$ cat src/rtl/integer_sequential_divider.sv
// Restoring sequential divider, one quotient bit per enabled clock.
// INTEGER_SEQUENTIAL_DIVIDER_SIGNED_EN selects two's-complement operands.
module integer_sequential_divider #(
    parameter int N_WIDTH = 24,
    parameter int D_WIDTH = 16
) (
    input  logic               clk,
    input  logic               rst,
    input  logic               ena,
    input  logic               start,
    input  logic [N_WIDTH-1:0] dividend,
    input  logic [D_WIDTH-1:0] divisor,
    output logic               busy,
    output logic               done,
    output logic [N_WIDTH-1:0] quotient,
    output logic [D_WIDTH-1:0] remainder,
    output logic               div_zero
);

    localparam int CW = $clog2(N_WIDTH);

`ifdef INTEGER_SEQUENTIAL_DIVIDER_SIGNED_EN
    typedef enum logic [1:0] {IDLE, RUN, FIX, FINISH} state_t;
`else
    typedef enum logic [1:0] {IDLE, RUN, FINISH} state_t;
`endif

    state_t             state, state_n;
    logic [CW-1:0]      cnt, cnt_n;
    logic [N_WIDTH-1:0] dreg, dreg_n;
    logic [D_WIDTH-1:0] dsor, dsor_n;
    logic [D_WIDTH-1:0] prem, prem_n;
    logic               dz, dz_n;
    logic               busy_n, done_n, div_zero_n;
    logic [N_WIDTH-1:0] quotient_n;
    logic [D_WIDTH-1:0] remainder_n;

    logic [D_WIDTH:0]   minuend;
    logic [D_WIDTH-1:0] diff, prem_step;
    logic               no_borrow;
    logic [N_WIDTH-1:0] dreg_step, dvd_load;
    logic [D_WIDTH-1:0] dsr_load;

`ifdef INTEGER_SEQUENTIAL_DIVIDER_SIGNED_EN
    logic neg_q, neg_q_n, neg_r, neg_r_n;

    // Raw dividend is kept on divide-by-zero so the remainder passes it through.
    assign dvd_load = (divisor == '0 || !dividend[N_WIDTH-1]) ? dividend : -dividend;
    assign dsr_load = divisor[D_WIDTH-1] ? -divisor : divisor;
`else
    assign dvd_load = dividend;
    assign dsr_load = divisor;
`endif

    // The partial remainder is always below the divisor, so D bits hold it.
    assign minuend   = {prem, dreg[N_WIDTH-1]};
    assign no_borrow = minuend >= {1'b0, dsor};
    assign diff      = minuend[D_WIDTH-1:0] - dsor;
    assign prem_step = no_borrow ? diff : minuend[D_WIDTH-1:0];
    assign dreg_step = {dreg[N_WIDTH-2:0], no_borrow};

    always_comb begin
        state_n     = state;
        cnt_n       = cnt;
        dreg_n      = dreg;
        dsor_n      = dsor;
        prem_n      = prem;
        dz_n        = dz;
        busy_n      = busy;
        done_n      = 1'b0;
        quotient_n  = quotient;
        remainder_n = remainder;
        div_zero_n  = div_zero;
`ifdef INTEGER_SEQUENTIAL_DIVIDER_SIGNED_EN
        neg_q_n     = neg_q;
        neg_r_n     = neg_r;
`endif
        unique case (state)
            IDLE: begin
                if (start) begin
                    dreg_n  = dvd_load;
                    dsor_n  = dsr_load;
                    prem_n  = '0;
                    cnt_n   = CW'(N_WIDTH - 1);
                    busy_n  = 1'b1;
                    dz_n    = (divisor == '0);
`ifdef INTEGER_SEQUENTIAL_DIVIDER_SIGNED_EN
                    neg_q_n = dividend[N_WIDTH-1] ^ divisor[D_WIDTH-1];
                    neg_r_n = dividend[N_WIDTH-1];
`endif
                    state_n = (divisor == '0) ? FINISH : RUN;
                end
            end
            RUN: begin
                prem_n = prem_step;
                dreg_n = dreg_step;
                cnt_n  = cnt - CW'(1);
`ifdef INTEGER_SEQUENTIAL_DIVIDER_SIGNED_EN
                if (cnt == '0) state_n = FIX;
`else
                // Last bit is resolved while registering in FINISH.
                if (cnt == CW'(1)) state_n = FINISH;
`endif
            end
`ifdef INTEGER_SEQUENTIAL_DIVIDER_SIGNED_EN
            FIX: begin
                quotient_n  = neg_q ? -dreg : dreg;
                remainder_n = neg_r ? -prem : prem;
                div_zero_n  = 1'b0;
                done_n      = 1'b1;
                busy_n      = 1'b0;
                state_n     = IDLE;
            end
`endif
            FINISH: begin
                quotient_n  = '1;
                remainder_n = dreg[D_WIDTH-1:0];
`ifndef INTEGER_SEQUENTIAL_DIVIDER_SIGNED_EN
                if (!dz) begin
                    quotient_n  = dreg_step;
                    remainder_n = prem_step;
                end
`endif
                div_zero_n  = dz;
                done_n      = 1'b1;
                busy_n      = 1'b0;
                state_n     = IDLE;
            end
            default: state_n = IDLE;
        endcase
    end

    always_ff @(posedge clk or posedge rst) begin
        if (rst) begin
            state     <= IDLE;
            cnt       <= '0;
            dreg      <= '0;
            dsor      <= '0;
            prem      <= '0;
            dz        <= 1'b0;
            busy      <= 1'b0;
            done      <= 1'b0;
            quotient  <= '0;
            remainder <= '0;
            div_zero  <= 1'b0;
`ifdef INTEGER_SEQUENTIAL_DIVIDER_SIGNED_EN
            neg_q     <= 1'b0;
            neg_r     <= 1'b0;
`endif
        end else if (ena) begin
            state     <= state_n;
            cnt       <= cnt_n;
            dreg      <= dreg_n;
            dsor      <= dsor_n;
            prem      <= prem_n;
            dz        <= dz_n;
            busy      <= busy_n;
            done      <= done_n;
            quotient  <= quotient_n;
            remainder <= remainder_n;
            div_zero  <= div_zero_n;
`ifdef INTEGER_SEQUENTIAL_DIVIDER_SIGNED_EN
            neg_q     <= neg_q_n;
            neg_r     <= neg_r_n;
`endif
        end
    end

endmodule

$ cat config.mk
export PLATFORM = sky130hd
export DESIGN_NAME = integer_sequential_divider
export DESIGN_NICKNAME = d
export VERILOG_FILES = /design/src/rtl/integer_sequential_divider.sv
export SDC_FILE = /design/constraint.sdc
export NUM_CORES = 1
export LEC_CHECK = 0
export ABC_AREA = 1
export CORE_MARGIN = 4
export CORE_UTILIZATION = 30
export DETAILED_ROUTE_END_ITERATION = 10
export HOLD_SLACK_MARGIN = 0.03
export SKIP_LAST_GASP = 1
export SYNTH_ARGS = -nofsm -noshare
export SYNTH_HDL_FRONTEND = slang
export SYNTH_SLANG_ARGS = --single-unit
$ cat constraint.sdc
create_clock -name clk -period 4.3 [get_ports clk]
set_clock_uncertainty 0.2 [all_clocks]
set_input_delay 1.29 -clock clk [delete_from_list [all_inputs] [get_ports clk]]
set_output_delay 1.29 -clock clk [all_outputs]
set_load 0.02 [all_outputs]
==> results of run 1 <==
## worst register-to-register path: cells and delay by family, from the launching register on
| family | cells | cell delay [ns] |
|---|---|---|
| buffers and inverters | 1 | 0.05 |
| flip-flops | 1 | 0.43 |
| AND/OR/NAND/NOR | 11 | 1.46 |
| adder cells (fa/ha/maj) | 1 | 0.40 |
## sequential cells by signal (all words and copies together) (netlist names), 2 cells and up
signal,count
cnt,5
state,2
dsor,16
prem,16
quotient,24
remainder,16
dreg,24
## layout make-up
class / instances / area share
timing repair buffer: 92 / 0.130
inverter: 106 / 0.0562
sequential: 107 / 0.375
multi-input combinational: 494 / 0.354
clock buffer: 9 / 0.0315
clock inverter: 7 / 0.0128
tap: 234 / 0.0410
## power breakdown
| part | total (mW) | internal (mW) | switching [mW] | leakage [nW] |
|---|---|---|---|---|
| registers | 1.71 | 1.44 | 0.272 | 1.30 |
| clock network | 0.885 | 0.468 | 0.417 | 0.152 |
| logic | 2.78 | 1.04 | 1.73 | 2.03 |
| total | 5.37 | 2.95 | 2.42 | 3.48 |
## worst paths after layout
kind,start,to,slack (ns),depth (start not counted)
setup / recovery,ena,remainder[2],1.32,8
max in group asynchronous,rst,prem[2],2.23,3
setup reg to reg,prem[11],prem[14],1.66,13
hold reg to reg,busy,busy,0.29,2
min in group asynchronous,rst,dsor[15],1.25,3
hold / removal,busy,busy,0.29,2
## layer usage
layer | part of all wire | vias up
met5 | 0 | -
met4 | 0.016 | 0
met3 | 0.034 | 16
met2 | 0.48 | 92
met1 | 0.47 | 2293
li1 | - | 2507
## layout by cell type (no fill, tap or decap), types with 2 or more instances in the layout
cell,count
buf_12,2
nor2_1,42
nand3_1,39
nor2_2,8
nand3_2,2
o21ai_0,44
inv_6,3
nand2_2,11
inv_2,3
a22oi_1,16
nand2_1,220
ha_1,18
o21ai_2,2
inv_1,102
nor3_1,4
o211ai_1,25
dfrtp_1,107
buf_4,4
nor2_4,3
a31oi_1,3
clkbuf_16,9
o21a_1,2
nand3b_1,3
clkdlybuf4s50_1,86
a21oi_1,29
clkinvlp_4,2
nand4_1,5
nor4_1,4
xor2_1,6
## stage by stage
stage	setup WS [ns]	hold slack, ns	area, sq um	power [mW]
2_1_floorplan	1.52	0.253	5740	3.60
3_3_place_gp	0.968	0.272	6830	4.51
3_5_place_dp	0.967	0.276	6830	4.53
4_1_cts	1.34	0.299	7150	5.43
5_1_grt	1.13	0.322	7150	5.88
6_report	1.32	0.294	7150	5.37
## logic make-up after synthesis
kind of cell / count (synthesis) / share of synthesized area
AO/OA/AOI/OAI: 124 / 0.130
XOR/XNOR: 6 / 0.00917
adder cells (fa/ha/maj): 19 / 0.0428
buffers and inverters: 134 / 0.0952
flip-flops: 107 / 0.467
AND/OR/NAND/NOR: 345 / 0.256
==> results.md, run 1 <==
* Top cells by area, synth: dfrtp_1 (47%), nand2_1 (14%), inv_1 (6.7%), ha_1 (3.9%), o21ai_0 (3.8%)
* Hold_buf cts at 0
* Hold Vio Cnt, Final at 0
* Final period util at 0.692
* Delay of the slowest critical-path stage at 0.53 ns
* Total Routing Usage GR at 0.144
* Final wirelength at 14900 microns
* Synth Flop Type: dfrtp_1
* CTS buffer count at 9
* Number of global-route vias before repair at 4894
* Grt met2 use at 0.235
* Most numerous cell in the Yosys netlist: nand2_1
* Diode count at 0
* Setup Viol. Count Final at 0
* Hold Path Class: reg2reg
* Max VDD drop at 0.000362 V
* Met1 GRT Util at 0.195
* DP HPWL at 11100 microns
* Number of enable flip-flop cells after synthesis at 0
* Crit Path Max Fanout at 21
* Crit-path leading delay family: simple AND/OR/NAND/NOR gates
* WP data arrival at 3.06 ns
* Worst Path Buf+Inv at 3
* Vias per cell at 4.68
* CTS root buffer: clkbuf_16
* Area delta synth->final at 24.7%
* Largest net degree at the start of global routing at 108
* Clk slew on worst S/H paths at 0.08 ns
* CTS tree: yes
* Post-Synthesis Cell Area at 0.00573 sq mm
* Initial DRC count at 334
* Area of the multi-input gates at 0.00253 sq mm
* GP Congestion at 0.857
* Clock Path Buffers at 2
* Power Density at 752 mW/mm^2
* Initial Util at 0.305
* Fraction of layout cells with a size suffix above 1 at 0.0663
* Final #Nets at 873
* Post-route minimum period at 2.98 ns
* Inst Count DP at 1033
* Warnings, synthesis at 0
* Startpoint types: input pin
* Worst Setup End Kind: flip-flop
* First-pass GRT wire length at 25200 microns
* Worst-margin pin slew at 0.884 ns
* Worst Setup Path Type: in2reg
* Fin cells at 1049
* RSZ-0062 raised after global routing: false
* Setup TNS at 0 ns
* Initial antenna violation count at 0
* Final Util at 0.381
* #FFs+latches synth at 107
* Synth cell count leaders: nand2_1 (220), dfrtp_1 (107), inv_1 (103)
* Mean area per synthesized cell at 7.80 sq um
* DIE AREA at 0.0214 sq mm
* Die Y-Extent at 146 microns
* Cells after synthesis at 735
* Routed WL per cell at 14.2 microns
* Data required, critical path at 4.39 ns
* Syn_nets at 798
* Pre-antenna DRT Iters at 4
* Core box area at 0.0188 sq mm
* Sequential fraction of the synthesis area at 0.467
* Share of synthesized registers carrying an async set or reset at 1.00
* Postcts setup bufs at 0
* Max cap viols at 0
* Port Buf Inserts at 86
* Register area at 0.00268 sq mm
* Met3 GRT Util at 0.0220
* Routed Antenna Nets at 0
* CP Cell Sequence: clkdlybuf4s50_1 -> nand2_1 -> nor2_2 -> inv_2 -> buf_4 -> nor2_2 -> a22oi_1 -> nand2_1
* Chip Width at 146 microns
* CP max-delay cell: nor2_2
* H-tree depth at 3
* GRT overflow at 0
* Worst slew margin at 0.410
* Largest area contributor in the netlist: dfrtp_1
* Max-slew violation count at 0
* Drt drc at 0
* I/O pins at 87
* Grt peak-use layer: met2
* Vias at 4908
* Max frequency at 0.336 GHz
* Synth cell types at 35
* LEAKAGE at 3.48 nW
* Row cnt at 50
* Area share of the largest cell type after synthesis at 0.467
* Clock Sinks at 107
* Status: finished clean
* CTS resizes at 0
* Worst-Skew Late Latency at 0.35 ns
* Fill cells at 1937
(Power assumes the default switching activity.)
==> run 2, diff against run 1 <==
Clock period 4.3 ns to 2.85 ns, I/O delays scaled along.
==> results.md, run 2 (synthesized netlist as in run 1, its figures left out) <==
* Chip Width at 146 microns (unchanged)
* Post-route minimum period at 2.45 ns
* WP data arrival at 1.39 ns (-1.67 ns)
* Max-slew violation count at 0 (unchanged)
* Grt peak-use layer: met2
* Hold Path Cell Cnt at 2 (unchanged)
* GRT overflow at 0 (unchanged)
* Power Density at 1110 mW/mm^2 (+48%)
* Vias at 4953 (+0.92%)
* Initial DRC count at 329 (-1.5%)
* RR Endpoint: remainder[14]
* Postcts setup bufs at 0 (unchanged)
* Initial Util at 0.305 (unchanged)
* Worst Path Buf+Inv at 1 (-2)
* GP Congestion at 0.845 (-1.4%)
* CP Cell Sequence: clkdlybuf4s50_1
* Final #Nets at 887 (+1.6%)
* Routed WL per cell at 13.8 microns (-2.6%)
* Regs by FF count: dreg (24), quotient (24)
* CTS resizes at 0 (unchanged)
* Number of global-route vias before repair at 5068 (+3.6%)
* Worst slew margin at 0.673 (+0.264)
* Worst-Skew Late Latency at 0.36 ns (about the same)
* Port Buf Inserts at 86 (unchanged)
* Startpoint types: flip-flop
* First-pass GRT wire length at 25300 microns (+0.39%)
* RSZ-0062 raised after global routing: false
* Max frequency at 0.409 GHz
* Setup Viol. Count Final at 0 (unchanged)
* Clk slew on worst S/H paths at 0.07 ns (about the same)
* Data required, critical path at 1.80 ns (-2.59 ns)
* CTS buffer count at 9 (unchanged)
* Total Routing Usage GR at 0.145 (+0.00131)
* CP max-delay cell: clkdlybuf4s50_1
* Core box area at 0.0188 sq mm (unchanged)
* Final period util at 0.858
* Diode count at 0 (unchanged)
* Met3 GRT Util at 0.0307 (+0.00869)
* Hold Path Class: reg2reg
* Hold wc startpoint: div_zero
* Hold Vio Cnt, Final at 0 (unchanged)
* Cell Area, Placed at 0.00695 sq mm (+1.7%)
* Pre-antenna DRT Iters at 6 (+2)
* Worst r2r src: dreg[23]
* Setup TNS at 0 ns (unchanged)
* R2R setup slack at 0.43 ns (-1.23 ns)
* Crit Path Max Fanout at 2 (-90%)
* Largest net degree at the start of global routing at 51 (-53%)
* Crit-path leading delay family: buffers and inverters
* Max VDD drop at 0.000643 V (+78%)
* Hold_buf cts at 0 (unchanged)
* Status: finished clean
* Highest-count cells in the layout ignoring fill and taps: nand2_1 (220), dfrtp_1 (107), inv_1 (102), clkdlybuf4s50_1 (86), o21ai_0 (44)
* Delay of the slowest critical-path stage at 0.63 ns (+0.10 ns)
* CTS tree: yes
* Worst Hold End: div_zero
* H-tree depth at 3 (unchanged)
* Worst Setup Path Type: reg2out
* Drt drc at 0 (unchanged)
* Clock Path Buffers at 2 (unchanged)
* Met1 GRT Util at 0.188 (-0.00721)
* Most common cell after layout, fill and taps aside: nand2_1
* Fill cells at 1925 (-0.62%)
* DP HPWL at 11400 microns (+3.4%)
* CTS root buffer: clkbuf_16
* Final wirelength at 14700 microns (-1.4%)
* Critical Path Stages at 1 (-7)
* Max cap viols at 0 (unchanged)
* Vias per cell at 4.66 (-0.32%)
* LEAKAGE at 3.55 nW (+1.9%)
* Clock Sinks at 107 (unchanged)
* I/O pins at 87 (unchanged)
* Row cnt at 50 (unchanged)
* Depth of the worst register-to-register path at 16 (+3)
* Fraction of layout cells with a size suffix above 1 at 0.0797 (+0.0135)
* Worst-margin pin slew at 0.489 ns (-0.395 ns)
* Routed Antenna Nets at 0 (unchanged)
* Die Y-Extent at 146 microns (unchanged)
* Area delta synth->final at 26.3%
* Grt met2 use at 0.242 (+0.00718)
* DIE AREA at 0.0214 sq mm (unchanged)
* Initial antenna violation count at 0 (unchanged)
* Worst Setup End Kind: primary output
* Cell area after layout at 0.00724 sq mm (+1.3%)
[run 2: changes by cell type in the layout (fill, tap and decap cells not counted)]
cell and change:
buf_4 +13, clkbuf_1 +1, buf_12 +1, clkinvlp_4 -1, inv_8 -1, clkinv_8 -1, clkinv_2 +1
[run 2: area by class of cell]
| class | count | area (sq um) | share of cell area |
|---|---|---|---|
| Clock buffer | 10 | 229 | 0.0316 |
| Clock inverter | 5 | 61.3 | 0.00847 |
| Inverter | 106 | 402 | 0.0555 |
| Multi-Input combinational cell | 494 | 2530 | 0.349 |
| Sequential cell | 107 | 2680 | 0.370 |
| Tap cell | 234 | 293 | 0.0404 |
| Timing Repair Buffer | 106 | 1050 | 0.145 |
[run 2: power by group]
part           internal (mW)  switching, mW
sequential              2.17          0.401
combinational           1.63           2.60
clock                  0.685          0.571
[run 2: metrics by stage]
stage | util | instances | power (mW) | setup slack (ns) | hold slack (ns)
2_1_floorplan | - | 735 | 5.43 | 0.507 | 0.253
3_3_place_gp | 0.370 | 1047 | 6.83 | 0.279 | 0.268
3_5_place_dp | 0.370 | 1047 | 6.87 | 0.249 | 0.272
4_1_cts | 0.386 | 1062 | 8.16 | 0.400 | 0.290
5_1_grt | 0.386 | 1062 | 8.85 | 0.206 | 0.309
6_report | 0.386 | 1062 | 8.05 | 0.405 | 0.284
[run 2: tightest hold or removal path: cells and delay by family (launching register included)]
| family | cells | cell delay (ns) |
|---|---|---|
| simple gates | 1 | 0.05 |
| compound gates | 1 | 0.06 |
| flops | 1 | 0.34 |
[run 2: metal layers]
layer	vias to the layer above	wire length (microns)
met2	73	7130
met5	-	0
met4	0	352
met1	2324	6670
met3	24	540
li1	2532	-
[run 2: how the worst max path moves through the flow]
stage / start / end / slack, ns
final: quotient[0] / quotient[0] / 0.40
after CTS: remainder[12] / remainder[12] / 0.40
after global routing: prem[7] / remainder[8] / 0.21
after detailed placement: divisor[4] / state[0] / 0.25
after global placement: ena / prem[9] / 0.28
after floorplan: rst / busy / 0.51
